[src/rtl/fpu_dispatch.sv]
// fpu_dispatch: command front-end for the FPU controller.
// Buffers host commands in a FIFO, issues them one at a time to the controller
// (honouring fpu_busy), waits for the result with a timeout and returns it on a
// valid/ready response channel. One operation in flight; responses in order.
// Ports:
//   clk, srstn                     clock, asynchronous active-low reset
//   cmd_valid/cmd_ready            host command handshake
//   cmd_op/cmd_a/cmd_b/cmd_tag     command payload
//   rsp_valid/rsp_ready            host response handshake
//   rsp_result/rsp_tag/rsp_err     response payload
//   fpu_a/fpu_b/fpu_op/fpu_enable  to controller
//   fpu_busy/fpu_valid/fpu_result  from controller
module fpu_dispatch #(
  parameter int unsigned PRECISION_LEN = 64,
  parameter int unsigned DEPTH         = 4,
  parameter int unsigned TAG_W         = 4,
  parameter int unsigned TIMEOUT       = 63
) (
  input  logic                     clk,
  input  logic                     srstn,
  input  logic                     cmd_valid,
  output logic                     cmd_ready,
  input  logic [3:0]               cmd_op,
  input  logic [PRECISION_LEN-1:0] cmd_a,
  input  logic [PRECISION_LEN-1:0] cmd_b,
  input  logic [TAG_W-1:0]         cmd_tag,
  output logic                     rsp_valid,
  input  logic                     rsp_ready,
  output logic [PRECISION_LEN-1:0] rsp_result,
  output logic [TAG_W-1:0]         rsp_tag,
  output logic                     rsp_err,
  output logic [PRECISION_LEN-1:0] fpu_a,
  output logic [PRECISION_LEN-1:0] fpu_b,
  output logic [3:0]               fpu_op,
  output logic                     fpu_enable,
  input  logic                     fpu_busy,
  input  logic                     fpu_valid,
  input  logic [PRECISION_LEN-1:0] fpu_result
);

  localparam int unsigned OP_W = 4;
  localparam int unsigned AW   = $clog2(DEPTH);
  localparam int unsigned PW   = AW + 1;
  localparam int unsigned TW   = $clog2(TIMEOUT + 1);

  typedef enum logic [1:0] {S_IDLE, S_ISSUE, S_WAIT, S_RESP} state_e;

  typedef struct packed {
    logic [OP_W-1:0]          op;
    logic [PRECISION_LEN-1:0] a;
    logic [PRECISION_LEN-1:0] b;
    logic [TAG_W-1:0]         tag;
  } cmd_t;

  cmd_t                     mem_q [DEPTH];
  logic [PW-1:0]            wr_ptr_q, wr_ptr_d, rd_ptr_q, rd_ptr_d;
  state_e                   state_q, state_d;
  logic [1:0]               lag_q, lag_d;
  logic [TW-1:0]            timer_q, timer_d;
  logic                     cmd_ready_q, cmd_ready_d;
  logic                     rsp_valid_q, rsp_valid_d;
  logic [PRECISION_LEN-1:0] rsp_result_q, rsp_result_d;
  logic [TAG_W-1:0]         rsp_tag_q, rsp_tag_d;
  logic                     rsp_err_q, rsp_err_d;
  logic [PRECISION_LEN-1:0] fpu_a_q, fpu_a_d, fpu_b_q, fpu_b_d;
  logic [OP_W-1:0]          fpu_op_q, fpu_op_d;
  logic                     fpu_enable_q, fpu_enable_d;
  logic [TAG_W-1:0]         cur_tag_q, cur_tag_d;

  logic push, pop, empty, legal;
  cmd_t head;

  assign push  = cmd_valid && cmd_ready_q;
  assign empty = (wr_ptr_q == rd_ptr_q);
  assign head  = mem_q[rd_ptr_q[AW-1:0]];
  assign legal = (head.op >= OP_W'(1)) && (head.op <= OP_W'(9));

  // FIFO storage; contents need no reset since the pointers qualify them
  always_ff @(posedge clk) begin
    if (push) begin
      mem_q[wr_ptr_q[AW-1:0]] <= '{op: cmd_op, a: cmd_a, b: cmd_b, tag: cmd_tag};
    end
  end

  // Next-state and registered-output logic
  always_comb begin
    state_d      = state_q;
    pop          = 1'b0;
    lag_d        = (lag_q != 2'd0) ? lag_q - 2'd1 : lag_q;
    timer_d      = timer_q;
    rsp_valid_d  = rsp_valid_q;
    rsp_result_d = rsp_result_q;
    rsp_tag_d    = rsp_tag_q;
    rsp_err_d    = rsp_err_q;
    fpu_a_d      = fpu_a_q;
    fpu_b_d      = fpu_b_q;
    fpu_op_d     = '0;
    fpu_enable_d = 1'b0;
    cur_tag_d    = cur_tag_q;

    case (state_q)
      S_IDLE: begin
        if (!empty && !fpu_busy) begin
          pop       = 1'b1;
          cur_tag_d = head.tag;
          if (legal) begin
            state_d      = S_ISSUE;
            fpu_enable_d = 1'b1;
            fpu_op_d     = head.op;
            fpu_a_d      = head.a;
            fpu_b_d      = head.b;
            // lag counts down through ISSUE so it reaches 0 two cycles after issue
            lag_d        = 2'd2;
          end else begin
            state_d      = S_RESP;
            rsp_valid_d  = 1'b1;
            rsp_result_d = '0;
            rsp_err_d    = 1'b1;
            rsp_tag_d    = head.tag;
          end
        end
      end
      S_ISSUE: begin
        state_d = S_WAIT;
        timer_d = '0;
      end
      S_WAIT: begin
        timer_d = timer_q + TW'(1);
        if ((lag_q == 2'd0) && fpu_valid) begin
          state_d      = S_RESP;
          rsp_valid_d  = 1'b1;
          rsp_result_d = fpu_result;
          rsp_err_d    = 1'b0;
          rsp_tag_d    = cur_tag_q;
        end else if (timer_q == TW'(TIMEOUT - 1)) begin
          // TIMEOUT cycles spent in WAIT with no result
          state_d      = S_RESP;
          rsp_valid_d  = 1'b1;
          rsp_result_d = '0;
          rsp_err_d    = 1'b1;
          rsp_tag_d    = cur_tag_q;
        end
      end
      S_RESP: begin
        if (rsp_ready) begin
          rsp_valid_d = 1'b0;
          state_d     = S_IDLE;
        end
      end
      default: state_d = S_IDLE;
    endcase

    wr_ptr_d    = wr_ptr_q + PW'(push);
    rd_ptr_d    = rd_ptr_q + PW'(pop);
    // ready is a register of next-cycle fullness, so a pop never frees a slot the same cycle
    cmd_ready_d = ((wr_ptr_d - rd_ptr_d) != PW'(DEPTH));
  end

  // State register
  always_ff @(posedge clk or negedge srstn) begin
    if (!srstn) begin
      state_q      <= S_IDLE;
      wr_ptr_q     <= '0;
      rd_ptr_q     <= '0;
      lag_q        <= '0;
      timer_q      <= '0;
      cmd_ready_q  <= 1'b1;
      rsp_valid_q  <= 1'b0;
      rsp_result_q <= '0;
      rsp_tag_q    <= '0;
      rsp_err_q    <= 1'b0;
      fpu_a_q      <= '0;
      fpu_b_q      <= '0;
      fpu_op_q     <= '0;
      fpu_enable_q <= 1'b0;
      cur_tag_q    <= '0;
    end else begin
      state_q      <= state_d;
      wr_ptr_q     <= wr_ptr_d;
      rd_ptr_q     <= rd_ptr_d;
      lag_q        <= lag_d;
      timer_q      <= timer_d;
      cmd_ready_q  <= cmd_ready_d;
      rsp_valid_q  <= rsp_valid_d;
      rsp_result_q <= rsp_result_d;
      rsp_tag_q    <= rsp_tag_d;
      rsp_err_q    <= rsp_err_d;
      fpu_a_q      <= fpu_a_d;
      fpu_b_q      <= fpu_b_d;
      fpu_op_q     <= fpu_op_d;
      fpu_enable_q <= fpu_enable_d;
      cur_tag_q    <= cur_tag_d;
    end
  end

  assign cmd_ready  = cmd_ready_q;
  assign rsp_valid  = rsp_valid_q;
  assign rsp_result = rsp_result_q;
  assign rsp_tag    = rsp_tag_q;
  assign rsp_err    = rsp_err_q;
  assign fpu_a      = fpu_a_q;
  assign fpu_b      = fpu_b_q;
  assign fpu_op     = fpu_op_q;
  assign fpu_enable = fpu_enable_q;

endmodule

[config.mk]
export PLATFORM = sky130hd
export DESIGN_NAME = fpu_dispatch
export DESIGN_NICKNAME = d
export VERILOG_FILES = /design/src/rtl/fpu_dispatch.sv
export SDC_FILE = /design/constraint.sdc
export NUM_CORES = 1
export LEC_CHECK = 0
export ABC_AREA = 1
export CORE_ASPECT_RATIO = 1.25
export CORE_UTILIZATION = 54
export CTS_CLUSTER_DIAMETER = 40
export DETAILED_ROUTE_END_ITERATION = 12
export PLACE_DENSITY_LB_ADDON = 0.1
export SYNTH_ARGS = -nofsm -noshare
export SYNTH_HDL_FRONTEND = slang
export SYNTH_SLANG_ARGS = --single-unit
[constraint.sdc]
create_clock -name clk -period 12.2 [get_ports clk]
set_clock_uncertainty 0.15 [all_clocks]
set_input_delay 2.44 -clock clk [delete_from_list [all_inputs] [get_ports clk]]
set_output_delay 2.44 -clock clk [all_outputs]
set_load 0.005 [all_outputs]
==> results.md, run 1 <==
* Startpoint of the worst hold path: rsp_tag[2]
* R2r worst-path depth at 14
* Worst Hold End: rsp_tag[2]
* FP Rows at 94
* Post-CTS repair timing setup buffer count at 0
* Number of hold buffers added after CTS at 0
* Number of warnings printed during yosys synthesis at 0
* TritonCTS clock tree: done
* I/O pin count at 410
* Synthesized netlist net count at 2538
* Flop-to-flop setup slack at 6430 ps
* Buffers added on ports at 409
* Cell type with the highest aggregate area in the netlist: sky130_fd_sc_hd__edfxtp_1
* Area of the die at between 50000 and 60000 um^2
* Tightest Pin Transition at around 1200 ps
* Maximum fanout count along the critical path at about 180
* Number of synthesized flops with an enable pin at 544
* Placed Instances at 3285
* Critical Path RT at 12610 ps
* Final cell count without fillers at 3456
* H-tree lvl count at 3
* Routed wirelength normalized by instance count at a little over 20 um
* GRT Resource Usage Total at 0.2574
* Number of flip-flops and latches in the synthesized netlist at about 770
* Chip width at 208.9 um
* Clock slew at reported path FFs at around 60 ps
* Peak supply drop at between 0.2 and 0.25 mV
* R2R Path Start: rd_ptr_q[0]
* Synth top area cells: sky130_fd_sc_hd__edfxtp_1 (57%), sky130_fd_sc_hd__dfrtp_1 (19%), sky130_fd_sc_hd__nand2_1 (7.5%)
* Effective utilization at floorplan at 0.5474
* Fmax at between 150 and 200 MHz
* Area growth from synthesis to layout at 25.59%
* Max-capacitance violation count at 0
* Post-synth cell types at 29
* Most instantiated flip-flop cell in the synthesis netlist: sky130_fd_sc_hd__edfxtp_1
* Hold slack at between 300 and 400 ps
* Status: complete, no violations
* Cell Pwr Density at roughly 260 nW/um^2
* CTS Sinks at approximately 770
* Netlist Area Pre-Place at a little under 30000 um^2
* Die height at roughly 260 um
* Critical path type: reg2reg
* Worst relative slew slack at 0.1761
* Proportion of netlist area held by the largest area contributor at 0.5651
* Most frequent cell after synthesis: sky130_fd_sc_hd__nand2_1
* Number of failing hold endpoints at the final stage at 0
* First-pass GRT wire length at 107.2 mm
* Setup Viol. Count Final at 0
* Worst slack, placed at 6467 ps
* Overflow left after global routing at 0
* Post-route clock period utilization at 0.4728
* Fin nets at around 3000
* Detailed Routing Iterations Pass 1 at 7
* Cell count after synthesis at approximately 2300
* Pin count of the biggest net entering global routing at between 150 and 200
* Startpoint types: register
* TritonCTS Buffers at between 80 and 90
* Leak at 13.69 nW
* Syn_area_per_cell at between 10 and 15 um^2
* Clk buf depth at 3
* CORE AREA at between 50000 and 60000 um^2
* Worst Hold Depth at 2
* Crit path capture type: register
* Estimated wirelength of the detail-placed design at between 40 and 50 mm
* Worst reg2reg endpoint: fpu_b[1]
* Total power draw at 9.368 mW
* Antenna violations before repair at 16
* Hold Crit Class: reg2reg
* Fillcell total at approximately 3800
* Post-detailed-route DRC marker count at 0
* Number of nets still failing antenna checks after routing at 0
* Synth async-reset ratio at 0.2917
* Via count of the first global-routing pass at approximately 19000
* Initial DRC count at about 1600
* Min setup slack post-route at around 6400 ps
* CTS-repair resized insts at 0
* Via count at between 15000 and 20000
* Total routed wirelength at between 70 and 80 mm
* Worst-skew pair later-pin latency at 630 ps
* RSZ-0062 raised after global routing: false
* Fin crit period at ~5800 ps
* Number of max-slew violations in the final report at 0
* Ranking of synthesized cells by instance count: sky130_fd_sc_hd__nand2_1 (575), sky130_fd_sc_hd__edfxtp_1 (544), sky130_fd_sc_hd__nor2_1 (278), sky130_fd_sc_hd__o21ai_0 (274), sky130_fd_sc_hd__dfrtp_1 (223)
* Final GP Congestion at 0.7776
* Endpoint arrival time on the critical path at between 6000 and 7000 ps
* Clk Tree Root Cell: sky130_fd_sc_hd__clkbuf_16
* Sequential share of the synthesized area at 0.7591
* Share of final-layout standard cells stronger than drive strength 1 at 0.06491
* Avg Vias per Cell at 5.558
## worst max-delay path by stage
stage,depth (start not counted),slack (ps),from,endpoint
after floorplan,2,-470,cmd_valid,mem_q[1][0]
after global placement,4,6490,cmd_valid,mem_q[2][17]
after detailed placement,4,6470,cmd_valid,mem_q[2][15]
after CTS,14,6420,rd_ptr_q[0],fpu_b[1]
after global routing,14,5970,rd_ptr_q[0],fpu_a[55]
final,14,6430,rd_ptr_q[0],fpu_b[1]
## layout by cell type (no fill, tap or decap), drive strengths merged
cell	instances
clkinv	13
inv	47
nand4	1
xnor2	4
nand3b	1
bufinv	6
ha	12
nor2	279
a21boi	1
nand3	21
clkbuf	113
or2	1
and3	1
clkinvlp	9
dfstp	1
a211oi	1
o21ai	340
clkdlybuf4s50	408
xor2	2
diode	11
nand2	578
o22ai	132
edfxtp	544
nor3	7
buf	24
a21oi	4
dfrtp	223
## cells by family after synthesis
| kind of cell | share of synthesized area |
|---|---|
| XOR/XNOR | 0.001818 |
| AND/OR/NAND/NOR | 0.1176 |
| adder cells (fa/ha/maj) | 0.005194 |
| AO/OA/AOI/OAI | 0.08865 |
| buffers and inverters | 0.02766 |
| flip-flops | 0.7591 |
## final cells by class
| type | instances | area (um^2) | share of cell area |
|---|---|---|---|
| sequential | 768 | 21950 | 0.6047 |
| timing repair buffer | 432 | 4272 | 0.1177 |
| multi-input combinational | 1385 | 6196 | 0.1707 |
| clock buffer | 113 | 2397 | 0.06604 |
| inverter | 28 | 117.6 | 0.003240 |
| clock inverter | 47 | 500.5 | 0.01379 |
| tap | 672 | 840.8 | 0.02316 |
| antenna | 11 | 27.53 | 0.0007583 |
## sequential cells by signal (all words and copies together), names as in the netlist, 3 cells and up
| name | count |
|---|---|
| fpu_b | 64 |
| mem_q | 544 |
| fpu_op | 4 |
| rsp_tag | 4 |
| cur_tag_q | 4 |
| rd_ptr_q | 3 |
| timer_q | 6 |
| wr_ptr_q | 3 |
| rsp_result | 64 |
| fpu_a | 64 |
## worst max-delay path, cell delays in order (launching register included)
cell,delay (ps)
sky130_fd_sc_hd__dfrtp_4,790
sky130_fd_sc_hd__inv_8,710
sky130_fd_sc_hd__buf_4,880
sky130_fd_sc_hd__nand2_1,130
sky130_fd_sc_hd__nand3_1,110
sky130_fd_sc_hd__nand2_1,120
sky130_fd_sc_hd__nand2_1,90
sky130_fd_sc_hd__nand2_1,70
sky130_fd_sc_hd__nand2_2,90
sky130_fd_sc_hd__nand3b_1,80
sky130_fd_sc_hd__buf_4,370
sky130_fd_sc_hd__inv_4,500
sky130_fd_sc_hd__buf_4,930
sky130_fd_sc_hd__nand2_1,200
sky130_fd_sc_hd__nand2_1,150
## report_power, final
part	internal [mW]	switching [mW]	total, mW
clock	1.54	1.06	2.59
sequential	3.53	0.384	3.91
combinational	1.15	1.71	2.87
total	6.22	3.15	9.37
## per-stage QoR
stage / area, um^2 / util / TNS, ps
6_report: 36300 / 0.6874 / 0
5_1_grt: 36290 / 0.6873 / 0
4_1_cts: 36270 / 0.6869 / 0
3_5_place_dp: 33380 / 0.6320 / 0
3_3_place_gp: 33380 / 0.6320 / 0
2_1_floorplan: 28910 / - / -253760
## per-layer routing
metal | GRT usage | up-vias | wire length, um
met5 | 0 | - | 81
met4 | 0.1027 | 12 | 1665
met1 | 0.3249 | 9544 | 28220
li1 | - | 8899 | -
met2 | 0.4375 | 642 | 35340
met3 | 0.05331 | 111 | 4755
(Power assumes the default switching activity.)
==> run 2: changes to the inputs <==
clock period = 5.75 ns   (was 12.2 ns; I/O delays follow)
==> run 2 against run 1 <==
Combinational power is 120% higher. Critical path depth is 2 lower. Sequential share of layout area hardly changed. Wire length is 0.67% lower. Largest power group unchanged. Final cell count is 0.35% lower. Via count is 0.17% lower. Design area hardly changed. Flip-flop and latch count stayed put. Core utilization is 0.055 points lower. Critical path type unchanged. Fmax is 56% higher.
==> results.md, run 2 (same netlist as run 1, synthesis figures left out) <==
* Status: complete, no violations
* Antenna violations before repair at 22 (+6)
* Maximum fanout count along the critical path at 108 (-40%)
* Via count at 19180 (-0.17%)
* Overflow left after global routing at 0 (unchanged)
* Via count of the first global-routing pass at 19330 (-0.041%)
* Effective utilization at floorplan at 0.5474 (unchanged)
* H-tree lvl count at 3 (unchanged)
* TritonCTS Buffers at 83 (-2.4%)
* Commonest cells after routing, fill and taps aside: sky130_fd_sc_hd__nand2_1 (575), sky130_fd_sc_hd__edfxtp_1 (544), sky130_fd_sc_hd__clkdlybuf4s50_1 (408)
* CTS-repair resized insts at 0 (unchanged)
* Chip width at 208.9 um (unchanged)
* CORE AREA at 52810 um^2 (unchanged)
* Max-capacitance violation count at 0 (unchanged)
* Clock slew at reported path FFs at 60 ps (about the same)
* Post-route clock period utilization at 0.6412 (+0.1685)
* Flop pwr share at 0.413 (-0.004)
* Number of nets still failing antenna checks after routing at 0 (unchanged)
* Total power draw at 19.76 mW (+110%)
* Die height at 260.7 um (unchanged)
* Worst slack, placed at 1990 ps (-4477 ps)
* Leak at 13.66 nW (-0.19%)
* Hold Crit Class: reg2reg
* TritonCTS clock tree: done
* Initial DRC count at 1422 (-9.4%)
* Fin nets at 2913 (-0.17%)
* Number of failing hold endpoints at the final stage at 0 (unchanged)
* Share of final-layout standard cells stronger than drive strength 1 at 0.06046 (-0.004448)
* Estimated wirelength of the detail-placed design at 39.39 mm (-2.3%)
* Detailed Routing Iterations Pass 1 at 5 (-2)
* Worst-skew pair later-pin latency at 610 ps (-20 ps)
* Clk buf depth at 3 (unchanged)
* FP Rows at 94 (unchanged)
* Max FFs per register at 544 (unchanged)
* Crit path capture type: register
* Peak supply drop at 0.4368 mV (+110%)
* Proportion of power drawn by combinational gates at 0.316 (+0.010)
* Endpoint arrival time on the critical path at 4080 ps (-2090 ps)
* GRT Resource Usage Total at 0.2566 (-0.0007972)
* Avg Vias per Cell at 5.568 (+0.18%)
* Fin crit period at 3687 ps (-2081 ps)
* Final GP Congestion at 0.7868 (+1.2%)
* Leading cell type in the layout, fill and taps excluded: sky130_fd_sc_hd__nand2_1
* Share of total power consumed by net switching at 0.3347 (-0.001714)
* Share of total power in the clock network at 0.270 (-0.007)
* Area of the die at 54460 um^2 (unchanged)
* Sw Pwr at 6.614 mW (+110%)
* Pin count of the biggest net entering global routing at 243 (+35%)
* Clk Tree Root Cell: sky130_fd_sc_hd__clkbuf_16
* Placed instance area at 33480 um^2 (+0.30%)
* Routed wirelength normalized by instance count at 20.21 um (-0.32%)
* Number of max-slew violations in the final report at 0 (unchanged)
* Buffers added on ports at 409 (unchanged)
* Post-detailed-route DRC marker count at 0 (unchanged)
* Setup Viol. Count Final at 0 (unchanged)
* I/O pin count at 410 (unchanged)
* Total routed wirelength at 69.59 mm (-0.67%)
* Post-CTS repair timing setup buffer count at 0 (unchanged)
* Final design area excluding fillers at 36270 um^2 (about the same)
* Area growth from synthesis to layout at 25.49% (about the same)
* Min setup slack post-route at 2063 ps (-4369 ps)
* Tightest Pin Transition at 1175 ps (-54.20 ps)
* Internal Power at 13.15 mW (+110%)
* RSZ-0062 raised after global routing: false
* Critical path type: reg2reg
* First-pass GRT wire length at 106.9 mm (-0.32%)
* Critical Path RT at 6140 ps (-6470 ps)
* Hold slack at 321.9 ps (+6.703 ps)
* Worst relative slew slack at 0.2167 (+0.04060)
* Number of hold buffers added after CTS at 0 (unchanged)
* Startpoint types: register
* Fmax at 271.2 MHz (+56%)
* CTS Sinks at 768 (unchanged)
* Cell Pwr Density at 544.9 nW/um^2 (+110%)
-- run 2: changes by cell type in the layout (fill, tap and decap cells not counted), sizes merged --
cell	previous run	this run
inv	47	42
bufinv	6	9
clkinv	13	21
buf	24	21
diode	11	10
clkbuf	113	102
clkinvlp	9	6
-- run 2: metrics by stage --
step	std cells	utilization	setup TNS [ps]
2_1_floorplan	2320	-	-818080
4_1_cts	3434	0.6864	0
3_5_place_dp	3282	0.6339	0
3_3_place_gp	3282	0.6339	0
6_report	3444	0.6869	0
5_1_grt	3443	0.6868	0
-- run 2: layout make-up --
class,count,area [um^2]
Clock inverter,50,550.5
Tap cell,672,840.8
Timing Repair Buffer,429,4349
Fill cell,3761,16540
Clock buffer,102,2221
Antenna cell,10,25.02
Inverter,28,115.1
Sequential cell,768,21950
Multi-Input combinational cell,1385,6221
-- run 2: path summary, 6_finish.rpt --
kind | slack [ps] | endpoint | startpoint | cells after the start
worst max register to register | 2060 | fpu_a[29] | rd_ptr_q[0] | 12
min in group asynchronous | 330 | fpu_a[28] | srstn | 1
worst min register to register | 320 | fpu_a[43] | fpu_a[43] | 2
worst min-delay path | 320 | fpu_a[43] | fpu_a[43] | 2
worst max-delay path | 2060 | fpu_a[29] | rd_ptr_q[0] | 12
max in group asynchronous | 3960 | fpu_b[46] | srstn | 2
-- run 2: power groups by stage --
stage / Combinational [mW] / Clock, mW / Sequential [mW]
3_3_place_gp: 6.13 / 0 / 8.22
4_1_cts: 6.32 / 5.43 / 8.18
2_1_floorplan: 3.60 / 0 / 8.23
5_1_grt: 6.94 / 5.65 / 8.30
6_report: 6.25 / 5.35 / 8.17
3_5_place_dp: 6.29 / 0 / 8.27
-- run 2: layer usage --
| metal | vias up | track usage | part of all wire |
|---|---|---|---|
| met4 | 22 | 0.09702 | 0.023 |
| li1 | 8886 | - | - |
| met2 | 658 | 0.4463 | 0.51 |
| met1 | 9493 | 0.3152 | 0.40 |
| met3 | 116 | 0.05560 | 0.069 |
| met5 | - | 0 | 0.0019 |
-- run 2: worst max-delay path, cell delays in order (launching register included) --
cell and delay [ps]:
sky130_fd_sc_hd__dfrtp_4 650, sky130_fd_sc_hd__inv_6 630, sky130_fd_sc_hd__nand2_1 140, sky130_fd_sc_hd__nand3_1 110, sky130_fd_sc_hd__nand2_1 100, sky130_fd_sc_hd__nand2_1 70
sky130_fd_sc_hd__nand3_1 70, sky130_fd_sc_hd__nand2_2 100, sky130_fd_sc_hd__nand3b_1 200, sky130_fd_sc_hd__inv_4 650, sky130_fd_sc_hd__buf_12 370, sky130_fd_sc_hd__nand2_1 110
sky130_fd_sc_hd__nand2_1 80
==> run 3: changes to the inputs <==
clock period = 3.7 ns   (was 5.75 ns; I/O delays follow)
==> run 3 against run 2 <==
The run now ends with hold timing left. Clock-buffer cell count increased by 4. Total power is 58% higher. Fmax rose by 26%. Design area grew 1.1%. Highest routed layer unchanged. Final cell count grew 0.52%. Worst setup slack got worse by 1300 ps. Sequential share of layout area decreased by 0.66 points. Critical endpoint is now fpu_b[9]. Non-clock buffer count rose by 11. Global-route usage grew 0.37 points. Clock power increased by 63%.
==> results.md, run 3 (same netlist as run 1, synthesis figures left out) <==
* Clk Tree Root Cell: sky130_fd_sc_hd__clkbuf_16
* Critical path buffer and inverter count at 2 (-1)
* Worst relative slew slack at 0.2070 (-0.009682)
* Post-CTS repair timing setup buffer count at 0 (unchanged)
* Clock slew at reported path FFs at 60 ps (about the same)
* Chip width at 208.9 um (unchanged)
* Pin count of the biggest net entering global routing at 135 (-44%)
* Number of max-slew violations in the final report at 0 (unchanged)
* Depth of the critical timing path with buffers and inverters included at 6 (-6)
* Max-capacitance violation count at 0 (unchanged)
* Initial DRC count at 1418 (-0.28%)
* CTS Sinks at 768 (unchanged)
* Worst slack, placed at 808.8 ps (-1181 ps)
* Die height at 260.7 um (unchanged)
* Placed instance area at 33680 um^2 (+0.60%)
* Fillcell total at 3688 (-1.9%)
* Final design area excluding fillers at 36670 um^2 (+1.1%)
* Hold slack at -13.21 ps (-335.1 ps)
* Post-route clock period utilization at 0.7932 (+0.1519)
* Cells along the critical path: buf_4, buf_4, o21ai_0, o22ai_1, nand2_1, nand2_1
* Overflow left after global routing at 0 (unchanged)
* H-tree lvl count at 3 (unchanged)
* Total power draw at 31.27 mW (+58%)
* Min setup slack post-route at 765.2 ps (-1298 ps)
* RSZ-0062 raised after global routing: false
* Commonest cells after routing, fill and taps aside: sky130_fd_sc_hd__nand2_1 (574), sky130_fd_sc_hd__edfxtp_1 (544), sky130_fd_sc_hd__clkdlybuf4s50_1 (408)
* Peak supply drop at 0.6372 mV (+46%)
* First-pass GRT wire length at 108.6 mm (+1.6%)
* Status: complete, but fails checks
* Area growth from synthesis to layout at 26.87%
* First element of the critical path: rd_ptr_q[0]
* Fmax at 340.7 MHz (+26%)
* Number of hold buffers added after CTS at 0 (unchanged)
* Avg Vias per Cell at 5.514 (-0.97%)
* Total routed wirelength at 70.26 mm (+0.96%)
* Crit path capture type: register
* Hold Crit Class: in2async
* Share of final-layout standard cells stronger than drive strength 1 at 0.07004 (+0.009580)
* Slowest cell on crit path: sky130_fd_sc_hd__buf_4
* Leading cell type in the layout, fill and taps excluded: sky130_fd_sc_hd__nand2_1
* Area of the die at 54460 um^2 (unchanged)
* Maximum fanout count along the critical path at 87 (-19%)
* TritonCTS clock tree: done
* I/O pin count at 410 (unchanged)
* Antenna violations before repair at 9 (-59%)
* Worst-skew pair later-pin latency at 620 ps (about the same)
* Fin nets at 2928 (+0.51%)
* Effective utilization at floorplan at 0.5474 (unchanged)
* Number of nets still failing antenna checks after routing at 0 (unchanged)
* Estimated wirelength of the detail-placed design at 39.11 mm (-0.72%)
* Via count at 19090 (-0.45%)
* GRT Resource Usage Total at 0.2603 (+0.003703)
* Cell Pwr Density at 852.7 nW/um^2 (+56%)
* Critical path type: reg2reg
* Number of failing hold endpoints at the final stage at 23 (+23)
* FP Rows at 94 (unchanged)
* Final GP Congestion at 0.7607 (-3.3%)
* Leak at 13.85 nW (+1.4%)
* Endpoint arrival time on the critical path at 3340 ps (-740 ps)
* R2r worst-path depth at 6 (-6)
* Post-detailed-route DRC marker count at 0 (unchanged)
* Detailed Routing Iterations Pass 1 at 5 (unchanged)
* Setup Viol. Count Final at 0 (unchanged)
* Tightest Pin Transition at 1189 ps (+14.52 ps)
* Routed wirelength normalized by instance count at 20.30 um (+0.44%)
* Via count of the first global-routing pass at 19110 (-1.1%)
* CTS-repair resized insts at 0 (unchanged)
* Buffers added on ports at 409 (unchanged)
* Startpoint types: register
* Fin crit period at 2935 ps (-752.3 ps)
* CORE AREA at 52810 um^2 (unchanged)
* Max FFs per register at 544 (unchanged)
* R2R Path Start: rd_ptr_q[0]
* Kind of cell adding the most delay to the critical path: buffers and inverters
* TritonCTS Buffers at 87 (+4.8%)
* Violations in the final reports: hold timing
* Critical Path RT at 4100 ps (-2040 ps)
* Clk buf depth at 3 (unchanged)
* CP peak stage delay at 750 ps (+100 ps)
* Flop-to-flop setup slack at 770 ps (-1300 ps)
run 3: metal layers:
metal	track usage	wire length (um)
met1	0.3403	28910
met5	0	51
met3	0.05451	4863
met2	0.4349	35040
met4	0.09109	1397
run 3: per-stage QoR:
step / hold WS [ps] / instances / util / TNS, ps
3_3_place_gp: 305.2 / 3293 / 0.6377 / 0
5_1_grt: 27.43 / 3461 / 0.6944 / 0
4_1_cts: 1.745 / 3456 / 0.6941 / 0
6_report: -13.21 / 3462 / 0.6944 / 0
3_5_place_dp: 311.9 / 3293 / 0.6377 / 0
2_1_floorplan: 294.4 / 2320 / - / -504860
run 3: worst paths after layout:
kind                                  end
max                              fpu_b[9]
min                             fpu_a[44]
max reg2reg                      fpu_b[9]
min reg2reg                     rsp_valid
max in group asynchronous  rsp_result[13]
min in group clk                rsp_valid
run 3: where the power goes:
| group | total (mW) | switching [mW] | internal (mW) |
|---|---|---|---|
| sequential | 12.7 | 1.06 | 11.6 |
| combinational | 9.87 | 5.88 | 3.99 |
| clock | 8.72 | 3.52 | 5.21 |
run 3: final cells by class:
class	count	area, um^2	area share
multi-input cells	1385	6237	0.1701
diodes	6	15.01	0.0004094
repair buffers	440	4532	0.1236
well taps	672	840.8	0.02293
inverters	28	117.6	0.003207
clock inverters	57	606.8	0.01655
clock buffers	106	2372	0.06469
flip-flops and latches	768	21950	0.5986
